### config.mk
export PLATFORM = sky130hd
export DESIGN_NAME = barrel_spawner
export DESIGN_NICKNAME = d
export VERILOG_FILES = /design/src/rtl/barrel_spawner.sv
export SDC_FILE = /design/constraint.sdc
export NUM_CORES = 1
export LEC_CHECK = 0
export ABC_AREA = 1
export BUFFER_PORTS_ARGS = -buffer_cell sky130_fd_sc_hd__buf_2
export CAP_MARGIN = 10
export CORE_AREA = 2 2 99 101
export CTS_CLUSTER_DIAMETER = 40
export CTS_CLUSTER_SIZE = 24
export DETAILED_ROUTE_END_ITERATION = 10
export DIE_AREA = 0 0 101 103
export PLACE_DENSITY = 0.74
export RECOVER_POWER = 100
export SLEW_MARGIN = 0
export SYNTH_ARGS = -nofsm -noshare
export SYNTH_HDL_FRONTEND = slang
export SYNTH_SLANG_ARGS = --single-unit
### constraint.sdc
create_clock -name clk -period 1.9 [get_ports clk]
set_clock_uncertainty 0.05 [all_clocks]
set_input_delay 0.285 -clock clk [delete_from_list [all_inputs] [get_ports clk]]
set_output_delay 0.285 -clock clk [all_outputs]
set_load 0.02 [all_outputs]
### src/rtl/barrel_spawner.sv
// Barrel launcher: paces barrel launches across four slots by round-robin,
// retires finished barrels, and ramps difficulty every eight launches.
module barrel_spawner #(
  parameter logic [15:0] SPAWN_INTERVAL_INIT = 16'd600,
  parameter logic [15:0] SPAWN_INTERVAL_MIN  = 16'd150,
  parameter logic [15:0] SPAWN_STEP          = 16'd50
) (
  input  logic       clk,
  input  logic       rst,
  input  logic       start,
  input  logic       over,
  input  logic [3:0] slot_idle,
  input  logic [3:0] slot_done,
  output logic [3:0] launch,
  output logic [3:0] retire,
  output logic [3:0] active,
  output logic [3:0] level,
  output logic [7:0] launched_count
);

  localparam int unsigned N_SLOTS = 4;
  localparam int unsigned PTR_W   = 2;
  localparam int unsigned CNT_W   = 16;
  localparam int unsigned LVL_W   = 4;
  localparam int unsigned LC_W    = 8;
  localparam int unsigned MOD_W   = 3;

  typedef enum logic [1:0] {
    IDLE  = 2'd0,
    RUN   = 2'd1,
    FLUSH = 2'd2
  } state_e;

  state_e             state_q, state_d;
  logic [CNT_W-1:0]   cnt_q, cnt_d;
  logic [CNT_W-1:0]   interval_q, interval_d;
  logic [PTR_W-1:0]   rr_ptr_q, rr_ptr_d;
  logic [MOD_W-1:0]   mod8_q, mod8_d;
  logic [LVL_W-1:0]   level_q, level_d;
  logic [LC_W-1:0]    launched_count_q, launched_count_d;
  logic [N_SLOTS-1:0] active_q, active_d;
  logic [N_SLOTS-1:0] launch_q, launch_d;
  logic [N_SLOTS-1:0] retire_q, retire_d;

  logic [N_SLOTS-1:0] eligible;
  logic [N_SLOTS-1:0] done_hit;
  logic               found;
  logic [PTR_W-1:0]   sel;
  logic [PTR_W-1:0]   idx;
  logic [CNT_W:0]     floor_sum;
  logic [CNT_W-1:0]   interval_stepped;

  // Round-robin pick of the first eligible slot starting at rr_ptr
  always_comb begin
    eligible = ~active_q & slot_idle;
    found    = 1'b0;
    sel      = '0;
    idx      = '0;
    for (int i = 0; i < N_SLOTS; i++) begin
      idx = rr_ptr_q + PTR_W'(i);
      if (!found && eligible[idx]) begin
        found = 1'b1;
        sel   = idx;
      end
    end
  end

  // Interval after a level-up, floored without wrapping below the minimum
  always_comb begin
    floor_sum = {1'b0, SPAWN_INTERVAL_MIN} + {1'b0, SPAWN_STEP};
    if ({1'b0, interval_q} >= floor_sum) begin
      interval_stepped = interval_q - SPAWN_STEP;
    end else begin
      interval_stepped = SPAWN_INTERVAL_MIN;
    end
  end

  always_comb begin
    state_d          = state_q;
    cnt_d            = cnt_q;
    interval_d       = interval_q;
    rr_ptr_d         = rr_ptr_q;
    mod8_d           = mod8_q;
    level_d          = level_q;
    launched_count_d = launched_count_q;
    active_d         = active_q;
    launch_d         = '0;
    retire_d         = '0;
    done_hit         = slot_done & active_q;

    case (state_q)
      IDLE: begin
        if (start && !over) begin
          state_d          = RUN;
          cnt_d            = '0;
          interval_d       = SPAWN_INTERVAL_INIT;
          level_d          = '0;
          launched_count_d = '0;
          mod8_d           = '0;
        end
      end
      RUN: begin
        if (over) begin
          state_d = FLUSH;
        end else begin
          retire_d = done_hit;
          active_d = active_q & ~done_hit;
          if (cnt_q != '0) begin
            cnt_d = cnt_q - CNT_W'(1);
          end else if (found) begin
            launch_d  = N_SLOTS'(1) << sel;
            active_d  = (active_q & ~done_hit) | (N_SLOTS'(1) << sel);
            cnt_d     = (interval_q == '0) ? '0 : interval_q - CNT_W'(1);
            rr_ptr_d  = sel + PTR_W'(1);
            mod8_d    = mod8_q + MOD_W'(1);
            launched_count_d = (launched_count_q == '1) ? launched_count_q
                                                        : launched_count_q + LC_W'(1);
            // Eighth launch of each group raises difficulty
            if (mod8_q == '1) begin
              level_d    = (level_q == '1) ? level_q : level_q + LVL_W'(1);
              interval_d = interval_stepped;
            end
          end
        end
      end
      FLUSH: begin
        retire_d = active_q;
        active_d = '0;
        state_d  = IDLE;
      end
      default: begin
        state_d = IDLE;
      end
    endcase
  end

  always_ff @(posedge clk or negedge rst) begin
    if (!rst) begin
      state_q          <= IDLE;
      cnt_q            <= '0;
      interval_q       <= SPAWN_INTERVAL_INIT;
      rr_ptr_q         <= '0;
      mod8_q           <= '0;
      level_q          <= '0;
      launched_count_q <= '0;
      active_q         <= '0;
      launch_q         <= '0;
      retire_q         <= '0;
    end else begin
      state_q          <= state_d;
      cnt_q            <= cnt_d;
      interval_q       <= interval_d;
      rr_ptr_q         <= rr_ptr_d;
      mod8_q           <= mod8_d;
      level_q          <= level_d;
      launched_count_q <= launched_count_d;
      active_q         <= active_d;
      launch_q         <= launch_d;
      retire_q         <= retire_d;
    end
  end

  assign launch         = launch_q;
  assign retire         = retire_q;
  assign active         = active_q;
  assign level          = level_q;
  assign launched_count = launched_count_q;

endmodule

; ---- After elaboration in Yosys (flattened, before gate mapping)
; Index checks and enable logic that the tools add are counted.
[word_totals]
register_bits = 63
in_bits = 12
wordCells = 129
[classes]
n_addsub = 10
order_cmp = 5
n_eq_ne = 14
shifts = 1
mux = 60
n_bitwise = 8
n_reduce_logical = 21
[ops]
columns = op, n
row1 = $mux W16, 11
row2 = $pmux W16 S2, 2
row3 = $mux W4, 14
row4 = $mux W8, 5
row5 = $sub A16 B1 Y16 const B, 2
row6 = $pmux W4 S2, 3
row7 = $ge A16 B8 Y1 const B, 1
row8 = $logic_not A16 Y1, 1
row9 = $ne A2 B2 Y1 const B, 8
row10 = $pmux W8 S2, 1
row11 = $reduce_bool A16 Y1, 1
row12 = $sub A16 B6 Y16 const B, 1
row13 = $and A4 B4 Y4, 3
row14 = $lt A2 B3 Y1 const B, 4
row15 = $mux W2, 6
row16 = $mux W3, 4
row17 = $reduce_and A6 Y1, 2
row18 = $add A8 B1 Y8 const B, 1
row19 = $bmux W1 S2, 4
row20 = $eq A8 B8 Y1 const B, 1
row21 = $mux W1, 8
row22 = $not A4 Y4, 2
row23 = $reduce_and A4 Y1, 2
row24 = $reduce_and A7 Y1, 1
row25 = 20 further kinds, 31

; ---- Logic depth before layout (Yosys ltp)
; Gate-level depths: netlist of the first run.
[logic_depth]
depth_word = 20
ltp_mapped = 16
ltp_nobuf = 15

; ---- Least setup slack after synthesis of the first run
; Ideal clock, no wire load.
[synth_path]
path_kind = register to register
startpoint = reg active_q[3] (netlist: active[3])
endpoint = reg active_q[3] (netlist: active[3])
t_arrival_ns = 1.753
required_time_ns = 1.718
slack_ns = -0.035
path_stages_with_launch = 15
period_less_slack_ns = 1.935
cell_sequence = dfrtp_1 inv_1 nand3_1 nand3_1 nand2_2 nand3_1 o21a_1 o21ai_0 nor2_1 inv_1 ha_1 nand3_1 nand2_1 nand2_1 o21ai_0
[synth_between]
elab_chain_cells = 20
[synth_rtl]
columns = element, line
row1 = from (decl), 41  ; logic [N_SLOTS-1:0] active_q, active_d;
row2 = from (signal assigned), 157  ; active_q <= active_d;
row3 = $not A4 Y4, 55  ; eligible = ~active_q & slot_idle;
row4 = $and A4 B4 Y4, 55
row5 = $bmux W1 S2, 61  ; if (!found && eligible[idx]) begin
row6 = $mux W1 (not written as such), 61
row7 = $mux W1, 61
row8 = $logic_not A1 Y1, 61
row9 = $logic_and A1 B1 Y1, 61
row10 = $mux W1, 61
row11 = [4 not listed], n/a
row12 = $logic_and A1 B1 Y1, 61
row13 = $mux W2, 61
row14 = $shl A1 B2 Y4, 112  ; active_d = (active_q & ~done_hit) | (N_SLOTS'(1) << sel);
row15 = $or A4 B4 Y4, 112
row16 = $mux W4, 110  ; end else if (found) begin
row17 = $mux W4 (*), 108  ; if (cnt_q != '0) begin
row18 = $mux W4 (*), 103  ; if (over) begin
row19 = $pmux W4 S2 (*), 91  ; case (state_q)
; Every way passes the cells marked *; elsewhere a longest branch is shown, timed or not. The select of a mux whose other input is x is not followed.
; A chain may end at the register's enable or synchronous reset.

; ---- Worst setup path after layout of the first run
[layout_path]
startpoint = reg rr_ptr_q[0]
endpoint = reg active_q[3] (netlist: active[3])
[layout_between]
elab_chain_cells = 18
[layout_rtl]
columns = element, line
row1 = from (decl), 37  ; logic [PTR_W-1:0] rr_ptr_q, rr_ptr_d;
row2 = from (signal assigned), 153  ; rr_ptr_q <= rr_ptr_d;
row3 = "parallel branches: the longest is 14 deep, another holds $add A2 B1 Y2", n/a
row4 = $mux W4 (*), 110
row5 = $mux W4 (*), 108
row6 = $mux W4 (*), 103
row7 = $pmux W4 S2 (*), 91
; Every way passes the cells marked *. The select of a mux whose other input is x is not followed.

==> run_results.csv, run 1 <==
group,metric,value,unit
run_status,status,"finished with violations",
run_status,violations,"setup timing",
worst_setup_path,rr_worst_depth,15,
synth,synth_top_area_share,31.5,%
synth,netlist_top_cells_area,"dfrtp_1, nand2_1, nand3_1",
synth,synth-edff-count,0,
timing,slew_violations,0,
global_routing,gr-usage-all-layers,26.1,%
timing,hold_viol_final,0,
global_routing,use_met3,4.20,%
global_routing,antenna_found_initial,0,
worst_hold_path,hold_path_class,"input pin to register",
pwr,ir_drop,1.64,mV
timing,whs,145,ps
synth,syn_area_per_cell,6.80,sq um
clock_tree,root_buffer,"clkbuf_8",
drt,first_pass_iters,5,
finish,syn2layout_area_growth,36.4,%
floorplan,rows,36,
pwr,leakagePower,0.00310,uW
worst_setup_path,critPathLaunchType,"register",
finish,nFillCells,747,
synth,ys_types,42,
synth,yosysWarnings,0,
finish,nets,818,
timing,setup_violations,57,
timing,slew_headroom,42.6,%
clock_tree,cts.sinks,62,
worst_hold_path,holdPathStages,3,
worst_setup_path,crit_required,2110,ps
worst_setup_path,arrival,2440,ps
global_routing,overflow,0,
timing,rsz0062_at_grt,"true",
clock_tree,clkLatencyLatePin,360,ps
timing,finalCriticalPeriod,2230,ps
worst_setup_path,crit_fanout,7,
finish,drive_above_1_share,31.0,%
drt,drt-initial-drc-count,348,
pwr,total_power,13100,uW
drt,vias_per_cell,5.75,
worst_setup_path,path_cells,"clkinv_4 > nand2_4 > nand2_4 > nand3_2 > nand2_2 > inv_2 > nand4_1 > nor2_1 > nor2_2 > inv_2 > ha_4 > nand3_1 > nand2_1 > nand2_1 > o21ai_1",
placement,io_buffer_count,35,
worst_setup_path,critPathCaptureType,"register",
floorplan,initial_core_util,48.7,%
synth,yosysTopAreaCell,"dfrtp_1",
floorplan,die_h,103,um
global_routing,grt_pass1_vias,4780,
timing,fmax,449,MHz
clock_tree,clock_path_buffers,2,
clock_tree,cts_buffers,9,
global_routing,grt_use_met2,44.1,%
placement,dp_slack,-231,ps
clock_tree,clk_pin_slew,80,ps
worst_setup_path,max_stage_delay,480,ps
floorplan,dieArea,10400,sq um
timing,min_period_over_period,117,%
synth,synthCells,677,
worst_setup_path,critPathSlowestCell,"dfrtp_2",
synth,syn-num-nets,704,
worst_setup_path,path_class,"register to register",
global_routing,grt_max_degree,63,
drt,drc,0,
global_routing,grtUsageMet1,33.5,%
global_routing,grt_pass1_wl,21900,um
floorplan,die_w,101,um
global_routing,busiest_layer,"met2",
synth,synth-seq-cells,62,
synth,netlist_area,4610,sq um
drt,vias,5233,
timing,setup_slack,-328,ps
timing,worstMarginPinSlew,860,ps
synth,ys.flop_type,"dfrtp_1",
synth,seq_area_frac_synth,33.8,%
pwr,p_per_area,2090,nW/um^2
drt,ant_nets,0,
clock_tree,h-tree-depth,3,
synth,async_flop_share,100,%
placement,dp_hpwl,9330,um
floorplan,coreArea,9460,sq um
job,drv.max_cap_violation_count,0,
clock_tree,cts_tree,"done",
worst_setup_path,r2r_setup_slack,-330,ps
placement,gp_congestion,0.963,
finish,n_antenna_cell,0,
drt,finalWirelength,15000,um
drt,wire_per_inst,16.4,um
floorplan,io_pins,36,
==> Yosys cell counts (5+ instances only) <==
cell type	n
nand4_1	35
o21ai_0	33
dfrtp_1	58
or2_2	5
a21oi_1	12
nor2_1	78
nor3_1	11
nor2_2	5
nand3_1	77
ha_1	15
nand2_1	208
buf_2	9
inv_1	67
xor2_1	11
nand2_2	5
==> final timing paths <==
kind / start / endpoint
worst max-delay path: rr_ptr_q[0] / active[3]
worst min-delay path: slot_done[0] / retire[0]
worst max register to register: rr_ptr_q[0] / active[3]
worst min register to register: interval_q[3] / interval_q[3]
max in group asynchronous: rst / active[3]
min in group asynchronous: rst / interval_q[10]
==> layout by cell type (no fill, tap or decap), types with 5 or more instances in the layout <==
master,Yosys,final
buf_4,1,64
or2_2,5,5
o21ai_1,0,6
a21oi_1,12,12
nor2_2,5,11
ha_1,15,9
dfrtp_1,58,55
clkbuf_8,0,9
nor2_1,78,71
clkbuf_1,3,24
o21ai_0,33,23
buf_6,4,13
inv_2,2,10
inv_1,67,58
nand2_4,4,10
nand3_1,77,43
nand4_1,35,35
buf_2,9,12
nand2_2,5,29
nand2_1,208,175
nand3_4,2,14
nor3_1,11,11
nand3_2,2,25
xor2_1,11,11
o21ai_2,1,5
==> per-layer routing <==
metal | vias to the layer above | routed length (um) | share of wire [%]
met5 | - | 0 | 0
met4 | 0 | 572 | 3.8
met3 | 69 | 818 | 5.5
met2 | 246 | 7490 | 50
met1 | 2479 | 6090 | 41
li1 | 2439 | - | -
==> metrics by stage <==
stage	cell area (sq um)	cells	TNS, ps	util [%]
after global routing	6280	910	-13740	66.4
final	6280	910	-8140	66.4
after floorplan	4610	677	0	-
after detailed placement	5370	879	-2520	56.7
after global placement	5370	879	-228	56.7
after CTS	5790	901	-236	61.2
==> cell type report <==
| class | instances | area [sq um] | area share, % |
|---|---|---|---|
| sequential | 62 | 1560 | 24.8 |
| tap | 114 | 143 | 2.27 |
| clock buffer | 10 | 128 | 2.03 |
| inverter | 72 | 280 | 4.46 |
| clock inverter | 6 | 86.3 | 1.37 |
| multi-input combinational | 524 | 3150 | 50.1 |
| timing repair buffer | 122 | 938 | 14.9 |
==> report_power, final <==
| group | switching, uW | total [uW] | internal [uW] | leakage (uW) |
|---|---|---|---|---|
| clock network | 572 | 1310 | 736 | 0.000106 |
| logic | 5720 | 9610 | 3880 | 0.00217 |
| registers | 464 | 2190 | 1720 | 0.000824 |
==> registers in the layout (all words and copies together) (netlist names) <==
| name | flops |
|---|---|
| cnt_q | 16 |
| retire | 4 |
| launch | 4 |
| interval_q | 15 |
| mod8_q | 3 |
| active | 4 |
| rr_ptr_q | 2 |
| level | 4 |
| state_q | 2 |
| launched_count | 8 |
==> critical path: cells and delay by family (launching register included) <==
family / cells / cell delay (ps)
fa+ha+maj: 1 / 170
flops: 1 / 480
simple gates: 10 / 990
compound gates: 1 / 120
buf+inv: 3 / 310
==> kinds of logic after synthesis <==
| group | after synthesis | share of synthesized area (%) |
|---|---|---|
| AO/OA/AOI/OAI | 56 | 6.66 |
| XOR/XNOR | 12 | 2.28 |
| adder cells (fa/ha/maj) | 15 | 4.07 |
| buffers and inverters | 92 | 9.07 |
| flip-flops | 62 | 33.8 |
| AND/OR/NAND/NOR | 440 | 44.1 |
==> timing repair <==
item,4_1_cts,5_1_grt
setup buffers,4,7
setup endpoints to repair,26,59
gates cloned,1,2
hold endpoints to repair,58,0
pin swaps,10,47
gates resized for setup,41,111
hold buffers,1,0
Note: power is estimated with default switching activity, not from simulation.
==> run 2, diff against run 1 <==
ABC_CLOCK_PERIOD_IN_PS = 1900   (was not set)
CORE_AREA = 2 2 139 73   (was 2 2 99 101)
DIE_AREA = 0 0 141 75   (was 0 0 101 103)
==> run 2 against run 1 <==
Net effect:
- the run still ends with setup timing left
- via count down 2.7%
- combinational power down 6.8%
- die area up 1.7%
- sequential cell count unchanged
- routed wire length down 9.4%
- clock power up 11%
- cell count up 0.77%
- largest cell class unchanged
==> run_results.csv, run 2 (synthesis gave the netlist of run 1 again) <==
group,metric,value,unit
run_status,status,"finished with violations",
run_status,violations,"setup timing",
timing,fmax,451,MHz
worst_setup_path,arrival,2370,ps
clock_tree,cts_buffers,9,
finish,drive_above_1_share,25.1,%
clock_tree,clk_pin_slew,50,ps
timing,setup_slack,-320,ps
placement,post-place-cells,887,
floorplan,die_w,141,um
floorplan,io_pins,36,
placement,dp_hpwl,8820,um
floorplan,die_h,75,um
finish,nets,819,
finish,final_cell_mix,"nand2_1, buf_4, nor2_1",
floorplan,dieArea,10600,sq um
timing,finalCriticalPeriod,2220,ps
finish,finalNonFillerCells,917,
clock_tree,clkLatencyLatePin,340,ps
global_routing,grt_max_degree,31,
timing,setup_violations,52,
clock_tree,h-tree-depth,3,
drt,vias_per_cell,5.55,
worst_setup_path,critPathCaptureType,"register",
global_routing,grtUsageMet1,31.9,%
worst_setup_path,crit_required,2050,ps
timing,rsz0062_at_grt,"true",
finish,syn2layout_area_growth,31.8,%
global_routing,gr-usage-all-layers,24.5,%
job,drv.max_cap_violation_count,0,
clock_tree,cts_tree,"done",
finish,largest_reg_flops,16,
worst_setup_path,critPathLaunchType,"register",
timing,slew_headroom,39.7,%
global_routing,busiest_layer,"met2",
drt,ant_nets,0,
pwr,ir_drop,1.14,mV
timing,worstMarginPinSlew,904,ps
floorplan,coreArea,9290,sq um
placement,io_buffer_count,35,
global_routing,antenna_found_initial,0,
finish,n_antenna_cell,0,
global_routing,grt_pass1_wl,20600,um
drt,wire_per_inst,14.8,um
timing,slew_violations,0,
drt,finalWirelength,13600,um
placement,gp_congestion,0.914,
timing,hold_viol_final,0,
clock_tree,cts.sinks,62,
global_routing,grt_pass1_vias,4531,
drt,vias,5093,
finish,final_common_cell,"nand2_1",
drt,drc,0,
global_routing,use_met3,4.07,%
timing,min_period_over_period,117,%
global_routing,grt_use_met2,42.0,%
drt,drt-initial-drc-count,507,
pwr,p_per_area,2070,nW/um^2
worst_hold_path,hold_path_class,"input pin to register",
clock_tree,root_buffer,"clkbuf_16",
worst_setup_path,path_class,"register to register",
pwr,leakagePower,0.00307,uW
global_routing,overflow,0,
worst_setup_path,crit_fanout,8,
clock_tree,clock_path_buffers,2,
floorplan,rows,25,
timing,fin_tns_setup,-3810,ps
timing,whs,171,ps
drt,first_pass_iters,5,
floorplan,initial_core_util,49.6,%
finish,top_register,"cnt_q",
-- run 2: cell count changes in the layout (fill, tap and decap cells not counted), moves of 10 or more --
cell | previous run | this run
nand3_4 | 14 | 3
nand3_2 | 25 | 13
nand2_1 | 175 | 193
nand2_2 | 29 | 19
nand3_1 | 43 | 66
-- run 2: final cells by class --
| class | count | area (sq um) |
|---|---|---|
| clock inverter | 2 | 10.0 |
| sequential | 62 | 1560 |
| multi-input combinational | 525 | 2890 |
| inverter | 72 | 278 |
| fill | 729 | 3220 |
| clock buffer | 13 | 240 |
| tap | 121 | 151 |
| timing repair buffer | 122 | 945 |
-- run 2: final timing paths --
kind | startpoint | endpoint | slack, ps | depth (start not counted)
setup / recovery | rr_ptr_q[0] | active[0] | -320 | 14
hold / removal | slot_done[1] | retire[1] | 170 | 3
setup reg to reg | rr_ptr_q[0] | active[0] | -320 | 14
hold reg to reg | interval_q[3] | interval_q[3] | 460 | 2
max in group asynchronous | rst | interval_q[3] | 210 | 3
min in group asynchronous | rst | launched_count[2] | 540 | 2
-- run 2: power breakdown --
group	switching (uW)	internal (uW)	total (uW)	leakage, uW
logic	5210	3760	8960	0.00212
clock network	578	871	1450	0.000123
registers	410	1730	2140	0.000824
-- run 2: layer usage --
metal | up-vias | part of all wire, % | wire length [um]
met5 | - | 0 | 0
met4 | 0 | 2.6 | 355
met3 | 47 | 5.7 | 769
met2 | 199 | 48 | 6460
met1 | 2405 | 44 | 5980
li1 | 2442 | - | -
-- run 2: critical path, stage by stage (launching register included) --
cell and delay (ps):
dfrtp_2 470, inv_4 120, nand3_1 110, nand3_1 120
nand2_1 100, inv_1 80, nand4_1 140, nand3_1 150
nand2_2 120, buf_6 150, ha_4 150, nand3_2 70
nand2_1 80, nand2_1 80, o21ai_1 70
-- run 2: timing repair --
| action | in CTS | in global routing |
|---|---|---|
| endpoints found under the setup margin | 45 | 60 |
| hold buffers | 1 | 0 |
| pin swaps | 9 | 17 |
| resized for setup | 26 | 55 |
| gates cloned | 1 | 3 |
| hold endpoints to repair | 14 | 0 |
| setup buffers | 3 | 7 |
-- run 2: metrics by stage --
stage               util (%)  instance area, sq um  setup slack [ps]  power [uW]
CTS                     62.6                  5820             -63.3       11300
finish                  65.3                  6070              -320       12600
floorplan                  -                  4610             0.141        6800
detailed placement      58.2                  5410              -224        9240
global route            65.3                  6070              -385       13400
global placement        58.2                  5410              -102        9120
==> run 3, diff against run 2 <==
CTS_BUF_LIST = sky130_fd_sc_hd__clkbuf_4 sky130_fd_sc_hd__clkbuf_8   (was not set)
==> run 3 against run 2 <==
Net effect:
- the run still ends with setup timing left
- critical endpoint unchanged
- largest cell class unchanged
- worst setup slack better by 120 ps
- sequential cell count stayed put
- design area is 0.47% lower
- largest power group unchanged
==> run_results.csv, run 3 (synthesis gave the netlist of run 1 again) <==
group,metric,value,unit
finish,largest_reg_flops,16,
floorplan,die_h,75,um
finish,nFillCells,757,
timing,finalCriticalPeriod,2100,ps
floorplan,io_pins,36,
placement,postPlaceCellArea,5410,sq um
placement,dp_hpwl,8820,um
placement,io_buffer_count,35,
drt,finalWirelength,13600,um
timing,slew_violations,0,
clock_tree,h-tree-depth,3,
floorplan,initial_core_util,49.6,%
finish,regArea,1560,sq um
pwr,ir_drop,1.32,mV
worst_setup_path,critPathSlowestCell,"dfrtp_2",
pwr,p_per_area,2000,nW/um^2
finish,n_antenna_cell,0,
clock_tree,clk_pin_slew,80,ps
finish,syn2layout_area_growth,31.2,%
timing,hold_viol_final,0,
global_routing,grt_pass1_wl,19900,um
run_status,violations,"setup timing",
worst_setup_path,crit_fanout,5,
finish,finalNonFillerCells,918,
worst_setup_path,crit_required,2080,ps
worst_setup_path,rr_worst_depth,14,
clock_tree,cts_tree,"done",
timing,worstMarginPinSlew,916,ps
timing,fin_tns_setup,-2040,ps
global_routing,grt_pass1_vias,4385,
worst_hold_path,hold_path_class,"input pin to register",
worst_hold_path,holdPathStages,3,
drt,ant_nets,0,
floorplan,rows,25,
floorplan,dieArea,10600,sq um
finish,top_register,"cnt_q",
worst_setup_path,critPathCaptureType,"register",
drt,drt-initial-drc-count,482,
timing,fmax,476,MHz
drt,first_pass_iters,5,
global_routing,overflow,0,
run_status,status,"finished with violations",
drt,drc,0,
global_routing,grt_max_degree,31,
clock_tree,clock_path_buffers,2,
worst_setup_path,path_class,"register to register",
finish,final_cell_mix,"nand2_1, buf_4, nor2_1",
global_routing,gr-usage-all-layers,23.7,%
clock_tree,clkLatencyLatePin,360,ps
drt,vias_per_cell,5.49,
worst_setup_path,arrival,2280,ps
worst_setup_path,path_cells,"inv_4 > nand2_2 > nand2_4 > nand3_4 > nand2_4 > nand4_1 > nor2_1 > nor2_2 > buf_6 > ha_4 > nand3_2 > nand2_1 > nand2_1 > o21ai_1",
placement,gp_congestion,0.914,
finish,nets,820,
clock_tree,cts_buffers,9,
worst_setup_path,max_stage_delay,480,ps
drt,wire_per_inst,14.8,um
floorplan,die_w,141,um
clock_tree,cts.sinks,62,
timing,min_period_over_period,111,%
placement,post-place-cells,887,
timing,setup_violations,34,
timing,slew_headroom,38.9,%
pwr,leakagePower,0.00305,uW
worst_setup_path,critPathLaunchType,"register",
global_routing,antenna_found_initial,0,
job,drv.max_cap_violation_count,0,
finish,finish.instance_area,6040,sq um
finish,final_common_cell,"nand2_1",
timing,setup_slack,-202,ps
floorplan,coreArea,9290,sq um
finish,multiInputGateArea,2950,sq um
drt,vias,5037,
worst_setup_path,r2r_setup_slack,-200,ps
finish,drive_above_1_share,26.9,%
clock_tree,root_buffer,"clkbuf_8",
timing,rsz0062_at_grt,"true",
run 3: cell count changes in the layout (fill, tap and decap cells not counted), sizes merged:
cell	previous run	this run
buf	93	94
clkinv	3	4
nand2	219	218
clkbuf	40	42
bufbuf	1	0
inv	71	70
run 3: layout make-up:
| cell class | instances | area share [%] |
|---|---|---|
| Inverter | 72 | 4.68 |
| Multi-Input combinational cell | 524 | 48.9 |
| Timing Repair Buffer | 124 | 15.4 |
| Clock buffer | 13 | 2.55 |
| Tap cell | 121 | 2.51 |
| Sequential cell | 62 | 25.8 |
| Clock inverter | 2 | 0.166 |
run 3: worst max-delay path: cells and delay by family, from the launching register on:
family | cells | cell delay, ps
AO/OA/AOI/OAI | 1 | 70
adder cells (fa/ha/maj) | 1 | 160
AND/OR/NAND/NOR | 10 | 920
flip-flops | 1 | 480
buffers and inverters | 2 | 260
run 3: metrics by stage:
step | power [uW] | hold slack [ps] | worst slack (ps) | util (%)
after floorplan | 6800 | -60.6 | 0.141 | -
after global placement | 9120 | 184 | -102 | 58.2
after global routing | 13000 | 146 | -282 | 65.0
final | 12100 | 135 | -202 | 65.0
after CTS | 10700 | 128 | -55.5 | 61.3
after detailed placement | 9240 | 192 | -224 | 58.2
run 3: what timing repair did:
action | 4_1_cts | 5_1_grt
setup buffers | 3 | 10
resized for setup | 26 | 73
pin swaps | 12 | 25
hold buffers | 1 | 0
setup endpoints to repair | 38 | 57
gates cloned | 0 | 2
hold endpoints to repair | 14 | 0
run 3: report_power, final:
part	total [uW]	switching, uW	internal (uW)	leakage (uW)
combinational	8900	5250	3650	0.00214
clock	1050	532	521	0.0000909
sequential	2160	432	1720	0.000824
total	12100	6220	5890	0.00305
run 3: worst paths after layout:
path                                 end    startpoint
setup / recovery               active[0]   rr_ptr_q[1]
hold / removal                 retire[1]  slot_done[1]
setup reg to reg               active[0]   rr_ptr_q[1]
hold reg to reg                mod8_q[1]     mod8_q[1]
max in group asynchronous  interval_q[3]           rst
min in group asynchronous    rr_ptr_q[1]           rst
run 3: routing by layer:
layer,track usage (%),vias to the layer above,share of wire (%)
met4,10.3,0,2.5
met1,31.0,2341,44
met2,39.3,219,47
li1,-,2440,-
met3,4.71,37,6.8
met5,0,-,0
